$ cat config.mk
export PLATFORM = sky130hd
export DESIGN_NAME = fifo_wr_ctrl
export DESIGN_NICKNAME = d
export VERILOG_FILES = /design/src/rtl/fifo_defs_pkg.sv /design/src/rtl/fifo_row_decoder.sv /design/src/rtl/fifo_wr_ctrl.sv
export SDC_FILE = /design/constraint.sdc
export NUM_CORES = 1
export LEC_CHECK = 0
export CAP_MARGIN = 10
export CORE_UTILIZATION = 49
export DETAILED_ROUTE_END_ITERATION = 10
export HOLD_SLACK_MARGIN = 0.03
export PLACE_DENSITY_LB_ADDON = 0.05
export SYNTH_ARGS = -nofsm -noshare
export SYNTH_HDL_FRONTEND = slang
export SYNTH_SLANG_ARGS = --single-unit
$ cat constraint.sdc
create_clock -name clk -period 6.5 [get_ports clk]
set_input_delay 0.65 -clock clk [delete_from_list [all_inputs] [get_ports clk]]
set_output_delay 0.65 -clock clk [all_outputs]
set_load 0.1 [all_outputs]
$ cat src/rtl/fifo_defs_pkg.sv
// Shared encodings for the register-file FIFO controllers.
// Read-side RD_* encodings are intended to join this package.
package fifo_defs_pkg;

    typedef enum logic [1:0] {
        WR_IDLE  = 2'b00,
        WR_WRITE = 2'b01,
        WR_ERROR = 2'b10
    } wr_state_e;

endpackage

$ cat src/rtl/fifo_row_decoder.sv
// Parametrised binary-to-one-hot row decoder with enable.
// Addresses at or beyond DEPTH decode to no row.
module fifo_row_decoder #(
    parameter int unsigned DEPTH = 8,
    parameter int unsigned AW    = $clog2(DEPTH)
) (
    input  logic             i_en,
    input  logic [AW-1:0]    i_addr,
    output logic [DEPTH-1:0] o_row
);

    always_comb begin
        o_row = '0;
        for (int unsigned i = 0; i < DEPTH; i++) begin
            o_row[i] = i_en && (i_addr == AW'(i));
        end
    end

endmodule

$ cat src/rtl/fifo_wr_ctrl.sv
// Write-side controller for the register-file FIFO: write pointer, occupancy, status.
// Optional sticky overflow flag with clear input under FIFO_WR_STICKY_ERR_EN.
module fifo_wr_ctrl
    import fifo_defs_pkg::*;
#(
    parameter  int unsigned DEPTH    = 8,
    parameter  int unsigned AFULL_TH = DEPTH - 1,
    localparam int unsigned AW       = $clog2(DEPTH),
    localparam int unsigned CW       = $clog2(DEPTH + 1)
) (
    input  logic             clk,
    input  logic             reset_n,
    input  logic             wr_en,
    input  logic             rd_pop,
    output logic [DEPTH-1:0] we_row,
    output logic [AW-1:0]    wr_ptr,
    output logic [CW-1:0]    count,
    output logic             full,
    output logic             almost_full,
    output logic             wr_ack,
    output logic             wr_err,
    output logic [1:0]       wr_state
`ifdef FIFO_WR_STICKY_ERR_EN
    ,
    input  logic             err_clr,
    output logic             ovf
`endif
);

    logic [AW-1:0] r_wr_ptr;
    logic [CW-1:0] r_count;
    logic          r_full;
    logic          r_almost_full;
    logic          r_wr_ack;
    logic          r_wr_err;
    wr_state_e     r_state;

    logic          w_accept;
    logic          w_reject;
    logic          w_pop_ok;
    logic [AW-1:0] w_ptr_next;
    logic [CW-1:0] w_count_next;
    wr_state_e     w_state_next;

    // Gating with reset_n keeps the storage array quiet while reset is held.
    assign w_accept = wr_en & ~r_full & reset_n;
    assign w_reject = wr_en & r_full;
    assign w_pop_ok = rd_pop & (r_count != '0);

    fifo_row_decoder #(
        .DEPTH (DEPTH),
        .AW    (AW)
    ) u_row_decoder (
        .i_en   (w_accept),
        .i_addr (r_wr_ptr),
        .o_row  (we_row)
    );

    // Explicit wrap so non-power-of-two depths work.
    always_comb begin
        w_ptr_next = r_wr_ptr;
        if (w_accept) begin
            w_ptr_next = (r_wr_ptr == AW'(DEPTH - 1)) ? '0 : r_wr_ptr + AW'(1);
        end
    end

    always_comb begin
        w_count_next = r_count;
        case ({w_accept, w_pop_ok})
            2'b10:   w_count_next = r_count + CW'(1);
            2'b01:   w_count_next = r_count - CW'(1);
            default: w_count_next = r_count;
        endcase
    end

    always_ff @(posedge clk or negedge reset_n) begin
        if (!reset_n) begin
            r_wr_ptr      <= '0;
            r_count       <= '0;
            r_full        <= 1'b0;
            r_almost_full <= 1'(AFULL_TH == 0);
            r_wr_ack      <= 1'b0;
            r_wr_err      <= 1'b0;
        end else begin
            r_wr_ptr      <= w_ptr_next;
            r_count       <= w_count_next;
            r_full        <= (w_count_next == CW'(DEPTH));
            r_almost_full <= (w_count_next >= CW'(AFULL_TH));
            r_wr_ack      <= w_accept;
            r_wr_err      <= w_reject;
        end
    end

    // Operation-state FSM: state register.
    always_ff @(posedge clk or negedge reset_n) begin
        if (!reset_n) begin
            r_state <= WR_IDLE;
        end else begin
            r_state <= w_state_next;
        end
    end

    // Next state depends only on this cycle's request; unused 2'b11 falls back to idle.
    always_comb begin
        w_state_next = WR_IDLE;
        if (w_accept) begin
            w_state_next = WR_WRITE;
        end else if (w_reject) begin
            w_state_next = WR_ERROR;
        end
    end

`ifdef FIFO_WR_STICKY_ERR_EN
    logic r_ovf;

    // Set has priority over clear.
    always_ff @(posedge clk or negedge reset_n) begin
        if (!reset_n) begin
            r_ovf <= 1'b0;
        end else if (w_reject) begin
            r_ovf <= 1'b1;
        end else if (err_clr) begin
            r_ovf <= 1'b0;
        end
    end

    assign ovf = r_ovf;
`endif

    assign wr_ptr      = r_wr_ptr;
    assign count       = r_count;
    assign full        = r_full;
    assign almost_full = r_almost_full;
    assign wr_ack      = r_wr_ack;
    assign wr_err      = r_wr_err;
    assign wr_state    = r_state;

endmodule

==> results_dict.tcl, run 1 <==
set metrics [dict create \
    synthMuxAreaShare_pct 2.556 \
    route.antenna.remaining_nets 0 \
    r2r-end "full" \
    wl_per_cell_um 13.48 \
    place.gp.congestion 0.7365 \
    port_buffers 24 \
    crit_required_ns 5.85 \
    routed_wirelength_mm 1.631 \
    finalCritPeriodShare_pct 62.58 \
    start_util_pct 53.98 \
    r2r_start "count[0]" \
    hold_ws_ns 0.5395 \
    die_w_um 43.21 \
    slew_viol_final 0 \
    cts-hold-fix-buffers 0 \
    endpoint_kind "output port" \
    synth_compound_area_share_pct 13.08 \
    clk_pin_slew_ns 0.07 \
    hold_depth 1 \
    synth-adder-area-share_pct 13.53 \
    hold_viol_final 0 \
    gr-total-overflow 0 \
    syn2layout_area_growth_pct 30.53 \
    status "completed" \
    hp-class "reg2reg" \
    yosysUniqueCellTypes 36 \
    setup_viol 0 \
    reg2regPathDepth 8 \
    cts_tree "yes" \
    min_from "full" \
    hpwl_mm 1.198 \
    synth_xor_area_share_pct 4.812 \
    postCtsSetupBuffers 0 \
    worstSetupPathType "in2out" \
    placementRows 14 \
    io_pins 25 \
    drive_above_1_share_pct 5.714 \
    grt_pass1_wl_mm 2.822 \
    htree_levels 1 \
    fin_ws_ns 2.432 \
    synth_fp_nets 97 \
    synth_top_family_by_area "simple AND/OR/NAND/NOR gates" \
    crit_chain "clkdlybuf4s50_1 -> nand2_1 -> or2_1 -> inv_1 -> and3_1 -> clkdlybuf4s50_1" \
    fin_util_pct 70.45 \
    clk_latency_ns 0.27 \
    start_kind "input port" \
    r2r_slack_ns 3.67 \
    dieArea_um2 1867 \
    synth_top_area_share_pct 36.09 \
    coreArea_um2 1541 \
    grt_antenna_before_repair 0 \
    rsz0062_at_grt "false" \
    yosys_warnings 0 \
    yosys.area.top_type "dfrtp_1" \
    route.detailed.drc 0 \
    fin_nets 120 \
    avgSynthCellArea_um2 9.905 \
    via_per_inst 5.826 \
    synth_cells 84 \
    cp_max_fo 13 \
    syn_area_um2 832.0 \
    drv_cap 0 \
    cpMostUsedCell "clkdlybuf4s50_1" \
    yosysSeqAreaShare_pct 36.09 \
    timing.fmax_mhz 245.8 \
    first_iter_violations 14 \
    cts_made_buffers 3 \
    firstDrtPassIters 4 \
    setup_tns_ns 0 \
    period_needed_ns 4.068 \
    synth-simple-area-share_pct 23.76 \
    cpPeakStageDelay_ns 1.13 \
    netlist_top_cells_area "dfrtp_1 36%, ha_1 14%, and3_1 4.5%, and2_1 3.0%, inv_1 2.7%" \
    crit_slowest_cell "clkdlybuf4s50_1" \
    skew_ns 0.005971 \
    root_buffer "clkbuf_4" \
    path_buf_inv 3 \
    critical_path.top_delay_family "buffers and inverters" \
    worst_slew_pin_slew_ns 0.9706 \
    ys_ff_latch 12 \
    clockBufferDepth 2 \
    antenna_cells 0 \
    dp_slack_ns 2.387 \
    grt_pass1_vias 624 \
    hold_end "wr_err" \
    grt_max_degree 14 \
    relSlewSlack_pct 35.09 \
    die_h_um 43.21 \
    clock-sinks 12 \
    cts_resized 0 \
    num_vias 705 \
    grt_usage_pct 20.11 \
    cp_data_arrival_time_ns 3.42 \
    fillers 116 \
]
-- cells by family after synthesis --
| family | after synthesis |
|---|---|
| buffers and inverters | 12 |
| AO/OA/AOI/OAI | 14 |
| XOR/XNOR | 3 |
| flip-flops | 12 |
| AND/OR/NAND/NOR | 32 |
| adder cells (fa/ha/maj) | 9 |
| multiplexers | 2 |
-- synth_stat cells --
master and count:
a2111oi_2 1, a211oi_1 1, a21oi_1 2, a22oi_2 1, and2_1 4, and3_1 6
and4bb_1 1, buf_2 2, buf_4 1, clkbuf_1 3, dfrtp_1 12, ha_1 9
inv_1 6, mux2_2 1, mux2i_1 1, nand2_1 5, nand3_1 1, nand3b_1 1
nor2_1 2, nor2b_1 3, nor3_1 1, nor3b_1 1, nor4_1 1, nor4bb_1 2
o211ai_1 1, o21ai_0 3, o21ai_1 1, o31a_1 2, o31ai_1 1, o41a_1 1
or2_1 2, or3_1 1, or4_1 1, xnor2_1 1, xnor3_1 1, xor2_1 1
-- per-stage QoR --
| stage | cell area, um2 | std cells |
|---|---|---|
| global placement | 1064 | 118 |
| detailed placement | 1064 | 118 |
| global route | 1086 | 121 |
| CTS | 1086 | 121 |
| finish | 1086 | 121 |
| floorplan | 832.0 | 84 |
-- area by class of cell --
class                      instances  area, um2  share of cell area [%]
clock buffer                       3      22.52                   2.074
timing repair buffer              24      240.2                   22.12
multi-input combinational         60      480.5                   44.24
inverter                           6      22.52                   2.074
sequential                        12      300.3                   27.65
tap                               16      20.02                   1.843
-- sequential cells by signal (all words and copies together), names as in the netlist --
register	cells
wr_state	2
wr_ptr	3
almost_full	1
full	1
wr_err	1
count	4
-- routing by layer --
metal | global-route usage, % | vias up | wire length [um]
met5 | 0 | - | 0
met4 | 10.91 | 0 | 14
met3 | 1.702 | 2 | 81
met2 | 28.66 | 25 | 742
met1 | 29.95 | 342 | 791
li1 | - | 336 | -
-- worst max path at each step --
stage / start / to / slack, ns / cells after the start
finish: reset_n / we_row[2] / 2.43 / 6
global placement: reset_n / we_row[0] / 2.49 / 6
floorplan: count[0] / full / 3.37 / 10
global route: reset_n / we_row[2] / 2.18 / 6
detailed placement: reset_n / we_row[2] / 2.39 / 6
CTS: reset_n / we_row[2] / 2.39 / 6
-- cell usage in the layout, fill, tap and decap left out, types with 2 or more instances in the layout --
cell / instances
clkdlybuf4s50_1: 24
dfrtp_1: 12
ha_1: 9
inv_1: 6
and3_1: 6
nand2_1: 5
and2_1: 4
nor2b_1: 3
o21ai_0: 3
clkbuf_4: 3
or2_1: 2
a21oi_1: 2
o31a_1: 2
nor4bb_1: 2
nor2_1: 2
Power of run 1 is not shown: default switching activity piles up to over one toggle a cycle in this logic, so the estimate is an artifact.
==> run 2, diff against run 1 <==
--- a/config.mk
+++ b/config.mk
@@ -6,7 +6,7 @@
 export NUM_CORES = 1
 export LEC_CHECK = 0
 export CAP_MARGIN = 10
-export CORE_UTILIZATION = 49
+export CORE_UTILIZATION = 41
 export DETAILED_ROUTE_END_ITERATION = 10
 export HOLD_SLACK_MARGIN = 0.03
 export PLACE_DENSITY_LB_ADDON = 0.05
==> constraint.sdc (replaced) <==
create_clock -name clk -period 3.4 [get_ports clk]
set_input_delay 0.34 -clock clk [delete_from_list [all_inputs] [get_ports clk]]
set_output_delay 0.34 -clock clk [all_outputs]
set_load 0.1 [all_outputs]
==> results_dict.tcl, run 2 (synthesis gave the netlist of run 1 again) <==
set metrics [dict create \
    status "completed" \
    crit_chain "o41a_1 -> ha_1 -> xor2_1 -> ha_1 -> a21oi_1 -> nor2b_1 -> o31a_1 -> a2111oi_2" \
    placementRows 15 \
    r2r_start "count[0]" \
    grt_pass1_vias 518 \
    io_pins 25 \
    gr-total-overflow 0 \
    via_per_inst 5.091 \
    hold_ws_ns 0.4154 \
    finalCritPeriodShare_pct 78.81 \
    cpPeakStageDelay_ns 0.51 \
    cts_made_buffers 3 \
    cp_max_fo 12 \
    worst_slew_pin_slew_ns 0.9661 \
    grt_pass1_wl_mm 2.297 \
    cpMostUsedCell "ha_1" \
    syn2layout_area_growth_pct 42.56 \
    grt_antenna_before_repair 0 \
    wl_per_cell_um 12.27 \
    cts-hold-fix-buffers 0 \
    reg2regPathDepth 8 \
    place.gp.congestion 0.8303 \
    first_iter_violations 5 \
    routed_wirelength_mm 1.619 \
    r2r_slack_ns 0.72 \
    cts_resized 0 \
    hpwl_mm 1.303 \
    clockBufferDepth 2 \
    slew_viol_final 0 \
    relSlewSlack_pct 35.39 \
    num_vias 672 \
    cp_data_arrival_time_ns 2.85 \
    crit_required_ns 3.57 \
    drv_cap 0 \
    die_w_um 47.05 \
    coreArea_um2 1821 \
    grt_max_degree 13 \
    final_common_cell "clkdlybuf4s50_1" \
    route.detailed.drc 0 \
    dieArea_um2 2214 \
    hp-class "in2async" \
    start_kind "flop" \
    die_h_um 47.05 \
    endpoint_kind "flop" \
    final_cell_mix "16 x clkdlybuf4s50_1, 12 x dfrtp_1, 9 x ha_1" \
    clk_latency_ns 0.27 \
    setup_viol 0 \
    skew_ns 0.0005186 \
    timing.fmax_mhz 373.2 \
    fin_util_pct 65.15 \
    crit_slowest_cell "dfrtp_1" \
    antenna_cells 0 \
    start_util_pct 45.70 \
    largest_register_ffs 4 \
    clock-sinks 12 \
    hold_viol_final 0 \
    cts_tree "yes" \
    drive_above_1_share_pct 14.95 \
    fin_nets 121 \
    worstSetupPathType "reg2reg" \
    route.antenna.remaining_nets 0 \
    postCtsSetupBuffers 0 \
    port_buffers 24 \
    period_needed_ns 2.679 \
    clk_pin_slew_ns 0.07 \
    root_buffer "clkbuf_4" \
    rsz0062_at_grt "false" \
    firstDrtPassIters 2 \
    r2r-end "full" \
    grt_usage_pct 16.11 \
    htree_levels 1 \
    setup_tns_ns 0 \
]
-- run 2: changes by cell type in the layout (fill, tap and decap cells not counted) --
| cell | change |
|---|---|
| clkbuf_8 | +1 |
| clkdlybuf4s50_1 | -8 |
| buf_4 | +2 |
| buf_12 | +7 |
-- run 2: area by class of cell --
cell class              count  area [um2]
multi-input cells          60       480.5
well taps                  25       31.28
clock buffers               4       36.28
flip-flops and latches     12       300.3
inverters                   6       22.52
fillers                   148       634.4
repair buffers             25       315.3
-- run 2: worst max-delay path, delay by kind of cell, from the launching register on --
kind / cells / cell delay [ns]
compound gates: 4 / 1.30
flops: 1 / 0.51
fa+ha+maj: 2 / 0.49
xor+xnor: 1 / 0.18
simple gates: 1 / 0.09
-- run 2: routing by layer --
| layer | vias up | routed length [um] | track usage (%) |
|---|---|---|---|
| met5 | - | 0 | 0 |
| met1 | 313 | 758 | 20.76 |
| li1 | 339 | - | - |
| met2 | 16 | 756 | 23.61 |
| met3 | 4 | 79 | 6.923 |
| met4 | 0 | 25 | 6.857 |
-- run 2: metrics by stage --
stage,setup slack (ns),instance area [um2],std cells
after global placement,0.5736,1150,128
after detailed placement,0.5073,1150,128
final,0.7206,1186,132
after floorplan,0.2653,832.0,84
after CTS,0.7327,1186,132
after global routing,0.5685,1186,132
-- run 2: how the worst max path moves through the flow --
stage                        start  endpoint  slack, ns
final                     count[0]      full       0.72
after global routing      count[0]      full       0.57
after CTS                 count[0]      full       0.73
after detailed placement   reset_n      full       0.51
after global placement     reset_n      full       0.57
after floorplan           count[0]      full       0.27
Power of run 2 is left out for the same reason.
==> run 3, diff against run 2 <==
--- a/config.mk
+++ b/config.mk
@@ -6,7 +6,7 @@
 export NUM_CORES = 1
 export LEC_CHECK = 0
 export CAP_MARGIN = 10
-export CORE_UTILIZATION = 41
+export CORE_UTILIZATION = 46
 export DETAILED_ROUTE_END_ITERATION = 10
 export HOLD_SLACK_MARGIN = 0.03
 export PLACE_DENSITY_LB_ADDON = 0.05
==> constraint.sdc (replaced) <==
create_clock -name clk -period 2.7 [get_ports clk]
set_input_delay 0.27 -clock clk [delete_from_list [all_inputs] [get_ports clk]]
set_output_delay 0.27 -clock clk [all_outputs]
set_load 0.1 [all_outputs]
==> results_dict.tcl, run 3 (synthesis gave the netlist of run 1 again) <==
set metrics [dict create \
    start_kind "flop" \
    timing.fmax_mhz 399.8 \
    io_pins 25 \
    cp_data_arrival_time_ns 2.66 \
    skew_ns 0.002785 \
    dpl_cell_area_um2 1160 \
    cts-hold-fix-buffers 0 \
    clock-sinks 12 \
    syn2layout_area_growth_pct 42.56 \
    finalCritPeriodShare_pct 92.64 \
    clk_pin_slew_ns 0.07 \
    wl_per_cell_um 13.01 \
    grt_pass1_vias 653 \
    crit_required_ns 2.86 \
    start_util_pct 48.72 \
    htree_levels 1 \
    root_buffer "clkbuf_4" \
    endpoint_kind "flop" \
    dp_slack_ns 0.1139 \
    route.antenna.remaining_nets 0 \
    drive_above_1_share_pct 33.94 \
    cts_resized 0 \
    placementRows 15 \
    multi_input_area_um2 486.7 \
    hpwl_mm 1.334 \
    first_iter_violations 9 \
    grt.busiest_layer "met2" \
    fin_nets 123 \
    clk_latency_ns 0.27 \
    place.gp.congestion 0.8410 \
    use_met3_pct 6.939 \
    die_h_um 44.53 \
    ff_latch_area_um2 309.0 \
    relSlewSlack_pct 72.09 \
    gr-total-overflow 0 \
    grt_use_met1_pct 31.36 \
    final_cell_mix "16 x buf_4, 8 x ha_1, 8 x buf_12" \
    worst_slew_pin_slew_ns 0.4148 \
    setup_tns_ns 0 \
    grt_antenna_before_repair 0 \
    die_w_um 44.53 \
    num_vias 695 \
    status "completed" \
    cp_max_fo 9 \
    cts_tree "yes" \
    hold_viol_final 0 \
    setup_viol 0 \
    via_per_inst 5.187 \
    clockBufferDepth 2 \
    worstSetupPathType "reg2reg" \
    route.detailed.drc 0 \
    port_buffers 24 \
    dieArea_um2 1983 \
    antenna_cells 0 \
    hp-class "in2async" \
    final_common_cell "buf_4" \
    rsz0062_at_grt "false" \
    grt_usage_pct 22.49 \
    grt_max_degree 13 \
    postCtsSetupBuffers 0 \
    largest_register_ffs 4 \
    firstDrtPassIters 4 \
    grt_util_met2_pct 31.76 \
    fillers 140 \
    routed_wirelength_mm 1.743 \
    fin_ws_ns 0.1987 \
    grt_pass1_wl_mm 3.077 \
    drv_cap 0 \
    cts_made_buffers 3 \
    slew_viol_final 0 \
    period_needed_ns 2.501 \
    coreArea_um2 1708 \
    hold_ws_ns 0.3249 \
    final_area_um2 1186 \
]
==> run 3: changes by cell type in the layout (fill, tap and decap cells not counted), sizes merged <==
| cell | previous run | this run |
|---|---|---|
| buf | 9 | 24 |
| clkdlybuf4s50 | 16 | 3 |
==> run 3: routing by layer <==
layer | share of wire [%] | up-vias | routed length [um]
li1 | - | 346 | -
met1 | 46 | 322 | 808
met2 | 46 | 23 | 801
met3 | 6.1 | 4 | 106
met4 | 1.5 | 0 | 27
met5 | 0 | - | 0
==> run 3: cell type report <==
cell class                      instances  share of cell area [%]
Multi-Input combinational cell         60                   41.03
Timing Repair Buffer                   27                   26.16
Sequential cell                        12                   26.05
Tap cell                               25                   2.637
Clock buffer                            4                   2.215
Inverter                                6                   1.899
==> run 3: stage by stage <==
| step | util, % | cells |
|---|---|---|
| 2_1_floorplan | - | 84 |
| 3_3_place_gp | 67.91 | 130 |
| 3_5_place_dp | 67.91 | 130 |
| 4_1_cts | 69.45 | 134 |
| 5_1_grt | 69.45 | 134 |
| 6_report | 69.45 | 134 |
==> run 3: worst paths after layout <==
| path | start | endpoint | slack, ns | cells after the start |
|---|---|---|---|---|
| min in group clk | full | wr_state[1] | 0.54 | 1 |
| setup / recovery | count[1] | full | 0.20 | 8 |
| setup reg to reg | count[1] | full | 0.20 | 8 |
| hold reg to reg | full | wr_state[1] | 0.54 | 1 |
| max in group asynchronous | reset_n | count[0] | 2.21 | 2 |
| hold / removal | reset_n | count[0] | 0.32 | 2 |
==> run 3: critical path, stage by stage (launching register included) <==
cell and delay [ns]:
dfrtp_2 0.48, o41a_1 0.48, ha_1 0.22, xor2_1 0.15, ha_2 0.19, a21oi_2 0.15
nor2b_1 0.09, o31a_1 0.29, a2111oi_2 0.34
Power of run 3 is left out for the same reason.
==> RTL edit: new RTL, settings of run 3 <==
Build with the macro `FIFO_WR_STICKY_ERR_EN` defined.
--- a/src/rtl/fifo_wr_ctrl.sv
+++ b/src/rtl/fifo_wr_ctrl.sv
@@ -1,5 +1,7 @@
 // Write-side controller for the register-file FIFO: write pointer, occupancy, status.
 // Optional sticky overflow flag with clear input under FIFO_WR_STICKY_ERR_EN.
+`define FIFO_WR_STICKY_ERR_EN
+
 module fifo_wr_ctrl
     import fifo_defs_pkg::*;
 #(
Ports: changed (added err_clr and ovf); port bits go from 25 to 27. The function was not compared with the original's and may differ.
==> RTL edit against run 3 <==
Area after synthesis decreased by 0.15%; final area increased by 6.3%; routed wire length increased by 0.23%; core utilization increased by 9.7 points; maximum frequency decreased by 1.4%; sequential cell count increased by 1; worst setup slack got worse by 35 ps; critical path type unchanged.
Power is not shown: default switching activity piles up to over one toggle a cycle in this logic, so the estimate is an artifact.
==> RTL edit: results (changes against run 3) <==
[placed_design]
gp_congestion=0.785  ; -6.7%
dp_hpwl_um=1270  ; -5.0%
port_buffers=26  ; +8.3%

[setup_path]
rr_endpoint=almost_full
ff2ff_setup_slack_ps=160  ; -40 ps
crit_arrival_ps=2750  ; +90 ps
crit_family=compound AO/OA/AOI/OAI gates
critPathKind=reg2reg
ff2ff_path_depth=9  ; +1
crit_fanout=7  ; -2
max_stage_delay_ps=520  ; +40 ps
cp.required_ps=2910  ; +50 ps
crit_slowest_cell=dfrtp_4
r2r-start=count[0]

[synthesis]
synth.distinct_cells=33  ; -8.3%
ys_seq_area_share_pct=39.2  ; +3.1 points
synth_nets=96  ; -1.0%
synth_area_leaders=dfrtp_1 (39%), ha_1 (14%), and3_1 (4.5%)
synth_top_cells_by_count=dfrtp_1 (13), ha_1 (9), and3_1 (6), inv_1 (6), clkbuf_1 (5)
async_reset_ff_share_pct=100  ; unchanged

[global_route]
antenna_found_initial=0  ; unchanged
grt_max_degree=14  ; +1
grt.total_usage_pct=19.8  ; -2.7 points
grt_pass1_vias=604  ; -7.5%
grt_pass1_wl_um=2780  ; -9.7%

[routing]
drtIter0Drc=11  ; +2
wl_per_cell_um=12.4  ; -4.7%
firstDrtPassIters=4  ; unchanged
viasPerCell=4.96  ; -4.3%

[run_status]
status=complete, no violations

[clock_tree]
clk_latency_ps=290  ; +20 ps
clk_pin_slew_ps=90  ; +20 ps
cts_max_path_buffers=2  ; unchanged

[hold_path]
min_path_type=in2async

[timing]
maxSlewHeadroom_pct=80.7  ; +8.6 points
skew_ps=14.5  ; +11.7 ps

[layout]
nNonClkBuffers=38  ; +41%
nClkBuffers=4  ; unchanged
drive_gt1_share_pct=42.7  ; +8.8 points
design.seq.count=13  ; +1
final_nets=132  ; +7.3%
n_antenna_cell=0  ; unchanged
multi_input_cells=56  ; -6.7%
clk_share_pct=2.08  ; -0.13 points
multi_input_area_um2=450  ; -7.5%
nonClkBufAreaFrac_pct=31.3  ; +5.2 points
seq_area_share_pct=26.7  ; +0.63 points
nFillCells=102  ; -27%

==> RTL edit: changes by cell type after synthesis, moves of 2 or more <==
cell	delta
xor2_1	+2
nor2b_1	-2
o31a_1	-2
clkbuf_1	+2
or2_1	-2
buf_2	-2
==> RTL edit: metal layers <==
metal | global-route usage [%] | routed length, um | vias to the layer above
met5 | 0 | 0 | -
met4 | 7.27 | 26 | 0
met3 | 7.35 | 78 | 4
met2 | 28.8 | 820 | 17
met1 | 26.8 | 821 | 333
li1 | - | - | 346
==> RTL edit: stage by stage <==
| step | util [%] | instances | instance area (um^2) | hold slack [ps] | setup slack (ps) |
|---|---|---|---|---|---|
| CTS | 76.6 | 136 | 1220 | 317 | 122 |
| detailed placement | 75.0 | 132 | 1190 | 474 | -14.6 |
| global route | 79.1 | 141 | 1260 | 326 | -21.6 |
| global placement | 75.0 | 132 | 1190 | 464 | 11.3 |
| floorplan | - | 82 | 846 | -25.6 | -100 |
| finish | 79.1 | 141 | 1260 | 312 | 164 |
==> RTL edit: repair_timing <==
action / in CTS / in global routing
setup endpoints to repair: 0 / 1
buffers inserted: 0 / 5
resized for setup: 0 / 1
==> RTL edit: worst min path at each step <==
stage,start,to,cells after the start
2_1_floorplan,reset_n,almost_full,0
3_3_place_gp,ovf,ovf,1
3_5_place_dp,ovf,ovf,1
4_1_cts,reset_n,wr_state[1],2
5_1_grt,reset_n,wr_state[1],2
6_report,reset_n,wr_state[1],2
==> RTL edit: logic make-up after synthesis <==
kind of cell,synth area share (%)
AO/OA/AOI/OAI,8.74
XOR/XNOR,5.27
adder cells (fa/ha/maj),13.6
buffers and inverters,7.23
flip-flops,39.2
multiplexers,3.77
AND/OR/NAND/NOR,22.3
